## src/rtl/uart_tx_fifo_cfg.sv

```systemverilog
// UART transmitter with transmit FIFO, runtime parity (none/even/odd) and 1/2 stop bits.
// Define UART_TX_BREAK_EN to add the send_break input and break generation (BRK state).
module uart_tx_fifo_cfg #(
   parameter int DATA_W     = 8,
   parameter int BAUD_W     = 16,
   parameter int FIFO_DEPTH = 4
) (
   input  logic                          clk,
   input  logic                          rst,
   input  logic                          trmt,
   input  logic [DATA_W-1:0]             tx_data,
   input  logic [BAUD_W-1:0]             baud,
   input  logic                          parity_en,
   input  logic                          parity_odd,
   input  logic                          two_stop,
`ifdef UART_TX_BREAK_EN
   input  logic                          send_break,
`endif
   output logic                          TX,
   output logic                          tx_done,
   output logic                          busy,
   output logic                          fifo_full,
   output logic [$clog2(FIFO_DEPTH):0]   fifo_cnt,
   output logic                          overflow
);
   localparam int AW = $clog2(FIFO_DEPTH);
   localparam int CW = $clog2(DATA_W + 1);
   localparam logic [CW-1:0]     LAST_BIT = CW'(DATA_W - 1);
   localparam logic [AW:0]       FULL_CNT = (AW + 1)'(FIFO_DEPTH);
   localparam logic [AW-1:0]     PTR_ONE  = AW'(1);
   localparam logic [AW:0]       CNT_ONE  = (AW + 1)'(1);
   localparam logic [CW-1:0]     BIT_ONE  = CW'(1);
   localparam logic [BAUD_W-1:0] DIV_ONE  = BAUD_W'(1);
   localparam logic [BAUD_W-1:0] DIV_TWO  = BAUD_W'(2);

   typedef enum logic [2:0] {
      IDLE, START, DATA, PARITY, STOP
`ifdef UART_TX_BREAK_EN
      , BRK, BRK_END
`endif
   } state_t;

   state_t              r_state, w_state_nxt;
   logic [DATA_W-1:0]   r_mem [FIFO_DEPTH];
   logic [AW-1:0]       r_wptr, r_rptr;
   logic [AW:0]         r_cnt;
   logic                r_overflow;
   logic [DATA_W-1:0]   r_shift;
   logic [CW-1:0]       r_bitcnt;
   logic [BAUD_W-1:0]   r_div, r_bt;
   logic                r_par_en, r_par_bit, r_two_stop, r_stop2;
   logic                r_tx, r_busy, r_done;
   logic                w_pop, w_push, w_tick, w_fifo_ne, w_full, w_brk_req;
   logic [BAUD_W-1:0]   w_bt;

`ifdef UART_TX_BREAK_EN
   assign w_brk_req = send_break;
`else
   assign w_brk_req = 1'b0;
`endif

   assign w_bt      = (baud < DIV_TWO) ? DIV_TWO : baud;
   assign w_tick    = (r_div == '0);
   assign w_fifo_ne = (r_cnt != '0);
   assign w_full    = (r_cnt == FULL_CNT);
   // A pop in the same cycle frees a slot, so a push into a full FIFO is still accepted.
   assign w_push    = trmt && (!w_full || w_pop);

   always_comb begin
      w_state_nxt = r_state;
      w_pop       = 1'b0;
      case (r_state)
         IDLE: begin
`ifdef UART_TX_BREAK_EN
            if (send_break) w_state_nxt = BRK;
            else
`endif
            if (w_fifo_ne) begin
               w_state_nxt = START;
               w_pop       = 1'b1;
            end
         end
         START:  if (w_tick) w_state_nxt = DATA;
         DATA:   if (w_tick && r_bitcnt == LAST_BIT) w_state_nxt = r_par_en ? PARITY : STOP;
         PARITY: if (w_tick) w_state_nxt = STOP;
         STOP: begin
            if (w_tick && (!r_two_stop || r_stop2)) begin
               if (w_fifo_ne && !w_brk_req) begin
                  w_state_nxt = START;
                  w_pop       = 1'b1;
               end else begin
                  w_state_nxt = IDLE;
               end
            end
         end
`ifdef UART_TX_BREAK_EN
         BRK:     if (!send_break) w_state_nxt = BRK_END;
         BRK_END: if (w_tick) w_state_nxt = IDLE;
`endif
         default: w_state_nxt = IDLE;
      endcase
   end

   always_ff @(posedge clk) begin
      if (w_push) r_mem[r_wptr] <= tx_data;
   end

   always_ff @(posedge clk or posedge rst) begin
      if (rst) begin
         r_wptr     <= '0;
         r_rptr     <= '0;
         r_cnt      <= '0;
         r_overflow <= 1'b0;
      end else begin
         if (w_push) r_wptr <= r_wptr + PTR_ONE;
         if (w_pop)  r_rptr <= r_rptr + PTR_ONE;
         case ({w_push, w_pop})
            2'b10:   r_cnt <= r_cnt + CNT_ONE;
            2'b01:   r_cnt <= r_cnt - CNT_ONE;
            default: r_cnt <= r_cnt;
         endcase
         if (trmt && !w_push) r_overflow <= 1'b1;
      end
   end

   always_ff @(posedge clk or posedge rst) begin
      if (rst) begin
         r_state    <= IDLE;
         r_shift    <= '0;
         r_bitcnt   <= '0;
         r_div      <= '0;
         r_bt       <= DIV_TWO;
         r_par_en   <= 1'b0;
         r_par_bit  <= 1'b0;
         r_two_stop <= 1'b0;
         r_stop2    <= 1'b0;
         r_tx       <= 1'b1;
         r_busy     <= 1'b0;
         r_done     <= 1'b0;
      end else begin
         r_state <= w_state_nxt;
         if (w_pop) begin
            // Frame start: configuration is frozen here for the whole frame.
            r_shift    <= r_mem[r_rptr];
            r_par_bit  <= (^r_mem[r_rptr]) ^ parity_odd;
            r_par_en   <= parity_en;
            r_two_stop <= two_stop;
            r_bt       <= w_bt;
            r_div      <= w_bt - DIV_ONE;
            r_bitcnt   <= '0;
            r_stop2    <= 1'b0;
            r_tx       <= 1'b0;
            r_busy     <= 1'b1;
            r_done     <= 1'b0;
         end else begin
            if (r_state != IDLE) r_div <= w_tick ? (r_bt - DIV_ONE) : (r_div - DIV_ONE);
            case (r_state)
               IDLE: begin
`ifdef UART_TX_BREAK_EN
                  if (w_state_nxt == BRK) begin
                     r_tx <= 1'b0;
                     r_bt <= w_bt;
                  end
`endif
               end
               START: if (w_tick) r_tx <= r_shift[0];
               DATA: begin
                  if (w_tick) begin
                     if (r_bitcnt == LAST_BIT) begin
                        r_tx <= r_par_en ? r_par_bit : 1'b1;
                     end else begin
                        r_shift  <= r_shift >> 1;
                        r_tx     <= r_shift[1];
                        r_bitcnt <= r_bitcnt + BIT_ONE;
                     end
                  end
               end
               PARITY: if (w_tick) r_tx <= 1'b1;
               STOP: begin
                  if (w_tick) begin
                     if (r_two_stop && !r_stop2) begin
                        r_stop2 <= 1'b1;
                     end else begin
                        r_tx   <= 1'b1;
                        r_busy <= 1'b0;
                        r_done <= 1'b1;
                     end
                  end
               end
`ifdef UART_TX_BREAK_EN
               BRK: begin
                  if (!send_break) begin
                     r_tx  <= 1'b1;
                     r_div <= r_bt - DIV_ONE;
                  end
               end
`endif
               default: ;
            endcase
         end
      end
   end

   assign TX        = r_tx;
   assign tx_done   = r_done;
   assign busy      = r_busy;
   assign fifo_full = w_full;
   assign fifo_cnt  = r_cnt;
   assign overflow  = r_overflow;
endmodule

```

## config.mk

```make
export PLATFORM = sky130hd
export DESIGN_NAME = uart_tx_fifo_cfg
export DESIGN_NICKNAME = d
export VERILOG_FILES = /design/src/rtl/uart_tx_fifo_cfg.sv
export SDC_FILE = /design/constraint.sdc
export NUM_CORES = 1
export LEC_CHECK = 0
export CELL_PAD_IN_SITES_DETAIL_PLACEMENT = 2
export CELL_PAD_IN_SITES_GLOBAL_PLACEMENT = 2
export CORE_MARGIN = 2
export CORE_UTILIZATION = 40
export CTS_BUF_LIST = sky130_fd_sc_hd__clkbuf_8
export DETAILED_ROUTE_END_ITERATION = 10
export GPL_TIMING_DRIVEN = 0
export MAX_ROUTING_LAYER = met4
export PLACE_DENSITY = 0.81
export REMOVE_ABC_BUFFERS = 1
export SYNTH_ARGS = -nofsm -noshare
export SYNTH_HDL_FRONTEND = slang
export SYNTH_SLANG_ARGS = --single-unit
```

## constraint.sdc

```tcl
create_clock -name clk -period 3.95 [get_ports clk]
set_input_delay 0.79 -clock clk [delete_from_list [all_inputs] [get_ports clk]]
set_output_delay 0.79 -clock clk [all_outputs]
set_load 0.02 [all_outputs]
```

==> results of run 1 <==
## cell families after synthesis
family	share of synthesized area [%]
AOI/OAI and AO/OA	11.8
xor gates and xnor gates	4.22
adders and majority gates	1.99
buffers and inverters	2.52
DFF	52.7
muxes	8.46
and+or+nand+nor	18.4
## stage by stage
step	instance area, um2	std cells	power [mW]	setup slack, ns
floorplan	4690	428	3.07	0.435
global placement	5240	608	3.56	-0.663
detailed placement	5290	610	3.75	-0.431
CTS	5490	626	4.43	0.0207
global route	5490	626	4.73	-0.0183
finish	5490	626	4.37	0.248
## metal layers
metal | routed length (um) | part of all wire (%) | GRT usage [%]
met1 | 5990 | 46 | 29.3
met2 | 6400 | 49 | 36.2
met3 | 366 | 2.8 | 4.45
met4 | 233 | 1.8 | 7.15
met5 | 0 | 0 | -
## layout make-up
class	instances	area, um2	share of cell area [%]
clock inverters	7	67.6	1.23
well taps	143	179	3.26
clock buffers	9	124	2.26
repair buffers	39	405	7.38
inverters	10	40.0	0.729
multi-input cells	324	2160	39.4
flip-flops and latches	94	2510	45.8
## repair_timing
action | 4_1_cts | 5_1_grt
endpoints found under the hold margin | 0 | 0
endpoints found under the setup margin | 2 | 2
gates resized for setup | 1 | 1
pin swaps | 0 | 0
hold buffers | 0 | 0
## synthesized netlist by cell type (all sizes together), types with 4 or more instances
cell / n
xnor2: 16
a21oi: 17
or2: 5
mux2i: 14
nor4: 7
edfxtp: 32
nor3: 8
nand4: 5
mux4: 8
o21ai: 20
and2: 7
nor2: 37
nand2b: 4
ha: 6
clkbuf: 13
mux2: 6
nand2: 83
or3: 8
xor2: 7
a31oi: 15
buf: 6
dfrtp: 60
inv: 10
nand3: 5
## worst max-delay path: stages, from the launching register on
cell and delay (ns):
dfrtp_1 0.42, nor4_1 0.64, and4_1 0.40, a21o_4 0.46, nand2_1 0.13, o21ai_0 0.20, ha_1 0.34, nand3_1 0.28
or4b_1 0.59, a31oi_1 0.17
## final timing paths
kind / start / to / slack, ns / cells past startpoint
setup reg to reg: r_div[3]$_DFFE_PP0P_ / r_div[14]$_DFFE_PP0P_ / 0.25 / 9
setup / recovery: r_div[3]$_DFFE_PP0P_ / r_div[14]$_DFFE_PP0P_ / 0.25 / 9
hold reg to reg: overflow$_DFFE_PP0P_ / overflow$_DFFE_PP0P_ / 0.49 / 1
hold / removal: overflow$_DFFE_PP0P_ / overflow$_DFFE_PP0P_ / 0.49 / 1
max in group asynchronous: rst / tx_done$_DFFE_PP0P_ / 2.51 / 2
min in group asynchronous: rst / r_wptr[0]$_DFFE_PP0P_ / 0.89 / 2
## registers in the layout, summed over array words and instances, names as in the netlist, 2 cells and up
| name | flops |
|---|---|
| r_shift | 8 |
| r_state | 3 |
| r_bt | 16 |
| fifo_cnt | 3 |
| r_wptr | 2 |
| r_bitcnt | 4 |
| r_rptr | 2 |
| r_div | 16 |
| r_mem | 32 |
## power breakdown
part           internal [mW]  switching, mW
sequential              1.38          0.319
combinational          0.877           1.14
clock                  0.249          0.409
==> impl_metrics.ini, run 1 <==
[place]
portBuffers = 37
hpwl_um = 9170
gp_congestion = 0.764

[worst_setup_path]
cp-start-kind = flop
crit_type = flop to flop
crit_required_ns = 4.27
worstSetupEndpointType = flop
critPathArrivalTime_ns = 4.02
critPathMaxFanout = 42

[pwr]
ir_drop_mv = 0.400
powerDensity_mw_per_mm2 = 796
p_leak_nw = 2.17

[drt]
drt-vias-per-instance = 5.72
routed_wl_um = 13000
detail-route-antenna-nets = 0
drt-wirelength-per-cell_um = 20.7
drc = 1
vias = 3583
dr.first_iter.drc_count = 120
first_pass_iters = 7

[sta]
fin_crit_ns = 3.70
setup_viol = 0
slew_violations = 0
tns_ns = 0
holdWs_ns = 0.490
hold_viol = 0
max_freq_ghz = 0.270
worst_pin_slew_ns = 0.922
min_period_over_period_pct = 93.7
relSlewSlack_pct = 38.4
finalClockSkew_ns = 0.0128

[synthesis]
synthFlopType = dfrtp_1
synth_area_leader_cell = dfrtp_1
synth_top_area_share_pct = 31.4
async_flop_share_pct = 66.0
syn_area_mm2 = 0.00478
synth_area_leaders = dfrtp_1 (31%), edfxtp_1 (20%), nand2_1 (6.4%)
avgSynthCellArea_um2 = 10.7
synth.distinct_cells = 64
syn-instance-count = 447
ys_ff_latch = 94
synth.yosys.seq_area_share_pct = 52.7
yosysWarnings = 0
synth_edf_count = 32

[die]
ios = 38
die_h_um = 113
rows = 39
dieArea_mm2 = 0.0128
dieWidth_um = 113
core_mm2 = 0.0115
start_util_pct = 41.5

[clock_network]
htree_num_levels = 3
cts_setup_buffers = 0
numCtsBuffers = 9
clkTransAtPathRegs_ns = 0.11
cts_buffer_depth = 2
clkSinkCount = 94
cts_root_buffer = clkbuf_8
cts_tree = built
clk_latency_ns = 0.40

[global_routing]
grt_overflow = 0
grt_pass1_vias = 4080
grt_first_pass_wirelength_um = 21900
grt_max_degree = 63
grt.total_usage_pct = 22.7
antenna_found_initial = 0

[layout]
area_growth_pct = 15.0
fill_cells = 1210
fin_nets = 515
layout-drive-gt1-share_pct = 11.4
final_core_util_pct = 47.7
mostFrequentLayoutCell = nand2_1
final_cell_mix = nand2_1 (82), dfrtp_1 (60), nor2_1 (37), clkdlybuf4s50_1 (37), edfxtp_1 (32)
n_antenna_cell = 0

[hold_path]
hold_path_class = flop to flop

[job]
max_cap_viol_count = 0

[status]
violations = DRC
status = finished, violations left
Note: power is estimated with default switching activity, not from simulation.
==> run 2, diff against run 1 <==
--- a/config.mk
+++ b/config.mk
@@ -18,3 +18,4 @@
 export SYNTH_ARGS = -nofsm -noshare
 export SYNTH_HDL_FRONTEND = slang
 export SYNTH_SLANG_ARGS = --single-unit
+export TNS_END_PERCENT = 20
==> results of run 2 <==
The final DEF is identical to that of run 1; final timing and power are the same.
